**src/rtl/mult_div_ctrl.sv**
```systemverilog
// Iterative 32x32 unsigned multiply (shift-add) and divide (restoring)
// controller. One iteration per clock, 32 iterations per operation.
// Results appear on hi/lo only when an operation completes, and hold there.
module mult_div_ctrl (
  input  logic        clk,
  input  logic        rst,
  input  logic        start,
  input  logic        op,
  input  logic [31:0] src_a,
  input  logic [31:0] src_b,
  output logic        busy,
  output logic        done,
  output logic [31:0] hi,
  output logic [31:0] lo,
  output logic        div_zero
);

  typedef enum logic [1:0] {
    IDLE = 2'd0,
    RUN  = 2'd1,
    DONE = 2'd2
  } state_t;

  state_t      state;
  state_t      state_next;
  logic [4:0]  cnt;
  logic        op_q;
  logic [31:0] opnd_q;
  logic [63:0] acc;
  logic [63:0] acc_next;
  logic [32:0] sum;
  logic        rem_ge;
  logic [31:0] rem_sub;
  logic        zero_div;

  // A divide with a zero divisor skips iteration and completes immediately
  always_comb begin
    zero_div = op && (src_b == 32'd0);
  end

  // State register
  always_ff @(posedge clk) begin
    if (rst) begin
      state <= IDLE;
    end else begin
      state <= state_next;
    end
  end

  // Next-state logic and status outputs; start is only honoured outside RUN
  always_comb begin
    state_next = state;
    busy       = 1'b0;
    done       = 1'b0;
    case (state)
      IDLE, DONE: begin
        done = (state == DONE);
        if (start) begin
          state_next = zero_div ? DONE : RUN;
        end else begin
          state_next = IDLE;
        end
      end
      RUN: begin
        busy = 1'b1;
        if (cnt == 5'd31) begin
          state_next = DONE;
        end
      end
      default: begin
        state_next = IDLE;
      end
    endcase
  end

  // One iteration step. For multiply acc is {partial product, multiplier}
  // and the 33-bit sum keeps the carry that shifts into bit 63. For divide
  // acc is {remainder, quotient}; the shifted remainder needs 33 bits because
  // a remainder at or above 2^31 overflows 32 bits once doubled.
  always_comb begin
    sum     = {1'b0, acc[63:32]} + (acc[0] ? {1'b0, opnd_q} : 33'd0);
    rem_ge  = (acc[63:31] >= {1'b0, opnd_q});
    rem_sub = acc[62:31] - opnd_q;
    if (!op_q) begin
      acc_next = {sum, acc[31:1]};
    end else if (rem_ge) begin
      acc_next = {rem_sub, acc[30:0], 1'b1};
    end else begin
      acc_next = {acc[62:0], 1'b0};
    end
  end

  // Operand capture, iteration datapath and result registers
  always_ff @(posedge clk) begin
    if (rst) begin
      cnt      <= 5'd0;
      op_q     <= 1'b0;
      opnd_q   <= 32'd0;
      acc      <= 64'd0;
      hi       <= 32'd0;
      lo       <= 32'd0;
      div_zero <= 1'b0;
    end else begin
      case (state)
        IDLE, DONE: begin
          if (start) begin
            op_q   <= op;
            opnd_q <= op ? src_b : src_a;
            acc    <= {32'd0, (op ? src_a : src_b)};
            cnt    <= 5'd0;
            if (zero_div) begin
              hi       <= src_a;
              lo       <= 32'hFFFF_FFFF;
              div_zero <= 1'b1;
            end
          end
        end
        RUN: begin
          acc <= acc_next;
          cnt <= cnt + 5'd1;
          if (cnt == 5'd31) begin
            hi       <= acc_next[63:32];
            lo       <= acc_next[31:0];
            div_zero <= 1'b0;
          end
        end
        default: begin
          cnt <= 5'd0;
        end
      endcase
    end
  end

endmodule

```
**config.mk**
```make
export PLATFORM = sky130hd
export DESIGN_NAME = mult_div_ctrl
export DESIGN_NICKNAME = d
export VERILOG_FILES = /design/src/rtl/mult_div_ctrl.sv
export SDC_FILE = /design/constraint.sdc
export NUM_CORES = 1
export LEC_CHECK = 0
export CORE_MARGIN = 5
export CORE_UTILIZATION = 35
export CTS_CLUSTER_DIAMETER = 60
export DETAILED_ROUTE_END_ITERATION = 8
export GPL_ROUTABILITY_DRIVEN = 1
export MAX_ROUTING_LAYER = met4
export PLACE_DENSITY = 0.62
export SYNTH_ARGS = -nofsm -noshare
export SYNTH_HDL_FRONTEND = slang
export SYNTH_SLANG_ARGS = --single-unit
```
**constraint.sdc**
```tcl
create_clock -name clk -period 8.1 [get_ports clk]
set_input_delay 2.025 -clock clk [delete_from_list [all_inputs] [get_ports clk]]
set_output_delay 2.025 -clock clk [all_outputs]
set_load 0.05 [all_outputs]
```
==> metrics.md <==
| Metric | Value |
|---|---|
| Vias in the first global route | approximately 12,000 |
| Worst slew pin tran | ~1.1 ns |
| Register bit total from synthesis | between 150 and 200 |
| Layout cells sized above 1 | around 6% |
| Final GP Congestion | roughly 0.97 |
| Critical Path End Type | flip-flop |
| CP max FO | 36 |
| FILL cells | ~3,600 |
| Crit path launch type | primary input |
| Sequential standard cell area | 0.00338 mm2 |
| Outcome | completed |
| Dpl hpwl | roughly 34 mm |
| Clock share of power | between 30% and 40% |
| Logic pwr share | about a quarter |
| First-pass GRT wire length | around 69 mm |
| GRT Util Overall | about 23% |
| Sequential power share | 39.9% |
| Starting Density | a little over a third |
| Slew Limit Fails | 0 |
| Routed WL per cell | between 20 and 25 um |
| Period utilisation layout | 64.6% |
| Static leakage | around 5.6 nW |
| Via count | approximately 12,000 |
| Core footprint | 0.0345 mm2 |
| Largest net degree at the start of global routing | between 100 and 150 |
| Initial antenna violation count | 0 |
| Rows | slightly below 70 |
| Hold Fails Final Rpt | 0 |
| Max-slew headroom | approximately 28% |
| P&R area growth vs syn | 18.3% |
| Minimum clock period | between 5 and 6 ns |
| Overflow after GRT | 0 |
| Hold buffers post-CTS | 0 |
| Final WL | around 45 mm |
| CTS max path bufs | 2 |
| Main synth FF type | dfxtp_1 |
| EDFF count, synth | 0 |
| WP data required | roughly 8.4 ns |
| Cell Area, Synth | ~0.012 mm2 |
| Fin Hold WS | between 0.4 and 0.5 ns |
| Internal power | about 1.6 mW |
| Synth warn | 0 |
| Power Density | 158 mW/mm2 |
| Yosys cell types | between 70 and 80 |
| Sinks on Clock Net | approximately 170 |
| Net load switching power | ~0.7 mW |
| RSZ-0062 raised after global routing | no |
| Syn Nets | about 1,700 |
| Vias per std cell | approximately 5.8 |
| Post CTS Setup Buffer Count | 0 |
| Final Instance Area | ~0.014 mm2 |
| CTS tree | done |
| Yosys top cell area share | 27.8% |
| Switching Share | a little under a third |
| N_diodes | 0 |
| Synth top area cells | dfxtp_1 (28%), ha_1 (6.8%), mux2i_1 (6.1%) |
| Max Fclk | about 0.19 GHz |
| Inserted Clock Buffers | 17 |
| Arrival time worst endpoint | ~5.6 ns |
| Post-route ant nets | 0 |
| Worst hold path type | reg -> reg |
| Largest area contributor in the netlist | dfxtp_1 |
| Ports | ~140 |
| Worst-skew pair later-pin latency | ~0.43 ns |
| Number of port buffers | between 100 and 150 |
| Clk root buf | clkbuf_16 |
| Crit Path Category | in -> reg |
| H-Tree Level Count | 4 |
| Iteration-0 DRC Markers | around 1,100 |
| Nets | between 1,500 and 2,000 |
| Final Setup Violations | 0 |
| First-pass DRT Iterations | 5 |
| Remaining DRCs | 0 |
| Post-cts sizing count | 0 |
| Die footprint | slightly below 0.04 mm2 |
| Peak supply drop | ~0.00015 V |
| Max Cap Violations | 0 |
| Die Y | 197 um |
| Post-Syn Area per Cell | about 7.6 um2 |
| Post-Syn Instances | ~1,600 |
| DP Area | 0.0138 mm2 |
| Clk_skew | just under 0.008 ns |
| Die Width | a little under 200 um |
| Sequential fraction of the synthesis area | between 20 and 30% |
| Final setup TNS | 0 ns |
| Multi-input gate area | between 0.008 and 0.009 mm2 |
| CTS clock-pin slew for the worst setup and hold paths | about 0.070 ns |
| Ys async rst share | 0% |
metrics by stage:
stage               total power [mW]  std cells  worst slack (ns)  utilization (%)
floorplan                       1.27       1593              4.24                -
global placement                1.44       2088              2.56             40.1
detailed placement              1.44       2088              2.44             40.1
CTS                             2.28       2116              2.90             41.8
global route                    2.37       2116              2.67             41.8
finish                          2.28       2116              2.87             41.8
power by group through the flow:
stage          logic, mW  registers [mW]  clock network, mW
2_1_floorplan      0.367           0.902                  0
3_3_place_gp       0.516           0.925                  0
3_5_place_dp       0.519           0.925                  0
4_1_cts            0.524           0.906              0.846
5_1_grt            0.577           0.911              0.881
6_report           0.530           0.909              0.839
worst max-delay path, stage by stage:
cell and delay, ns:
clkdlybuf4s50_1 0.45, nor4_1 0.68, nand4_1 0.33, nor3_1 0.31, nand2_1 0.62, nand2_1 0.34, buf_4 0.42, o21ai_0 0.14
a211oi_1 0.23
state kept, by name, summed over array words and instances, names as in the netlist:
name      count
cnt           5
lo           32
acc          64
opnd_q       32
div_zero      1
hi           32
op_q          1
state         2
final cells by class:
class	count	area share (%)
Clock buffer	21	3.20
Clock inverter	7	0.834
Inverter	48	1.25
Multi-Input combinational cell	1265	57.1
Sequential cell	169	23.5
Tap cell	455	3.95
Timing Repair Buffer	151	10.2
metal layers:
metal / vias to the layer above / track usage, % / share of wire (%)
met3: 63 / 4.14 / 7.5
met1: 5816 / 32.1 / 46
met4: 0 / 6.36 / 2.5
met2: 462 / 34.5 / 44
met5: - / - / 0
li1: 5940 / - / -
cell usage in the layout, fill, tap and decap left out, types with 18 or more instances in the layout:
cell,n
inv_1,47
and2_1,40
nor3_1,90
clkdlybuf4s50_1,132
o211ai_1,50
xnor2_1,26
o21ai_0,68
mux2i_1,74
a21oi_1,138
nand2_1,164
nor2_1,147
buf_4,19
mux2_2,33
a21o_1,33
a211oi_1,59
dfxtp_1,168
nand3_1,35
a31oi_1,23
ha_1,66
xor2_1,18
final timing paths:
check	startpoint	endpoint	slack, ns	cells after the start
setup / recovery	src_b[25]	hi[17]$_SDFFE_PP0P_	2.87	9
setup reg to reg	opnd_q[24]$_SDFFE_PP0P_	hi[26]$_SDFFE_PP0P_	4.07	11
hold reg to reg	hi[25]$_SDFFE_PP0P_	hi[25]$_SDFFE_PP0P_	0.48	2
hold / removal	hi[25]$_SDFFE_PP0P_	hi[25]$_SDFFE_PP0P_	0.48	2
kinds of logic (layout without fill, tap and decap cells):
group	Yosys count	count (layout)	synth area share, %
adder cells (fa/ha/maj)	68	68	7.11
XOR/XNOR	44	44	3.16
flip-flops	169	169	27.8
multiplexers	107	107	9.13
AO/OA/AOI/OAI	486	486	26.4
buffers and inverters	159	227	4.99
AND/OR/NAND/NOR	560	560	21.4
synth_stat cells (14+ instances only):
cell      number
nor2_1       149
xor2_1        18
mux2_2        33
a31oi_1       23
a21oi_1      138
nand4_1       14
o21a_1        14
and2_1        40
ha_1          66
o21ai_0       68
nand2_1      164
xnor2_1       26
nand3_1       35
mux2i_1       74
o211ai_1      50
dfxtp_1      169
a21o_1        33
inv_1         48
nor3_1        91
a211oi_1      59
clkbuf_1      90
buf_1         14
No activity file was read; power rests on OpenSTA's default activity.
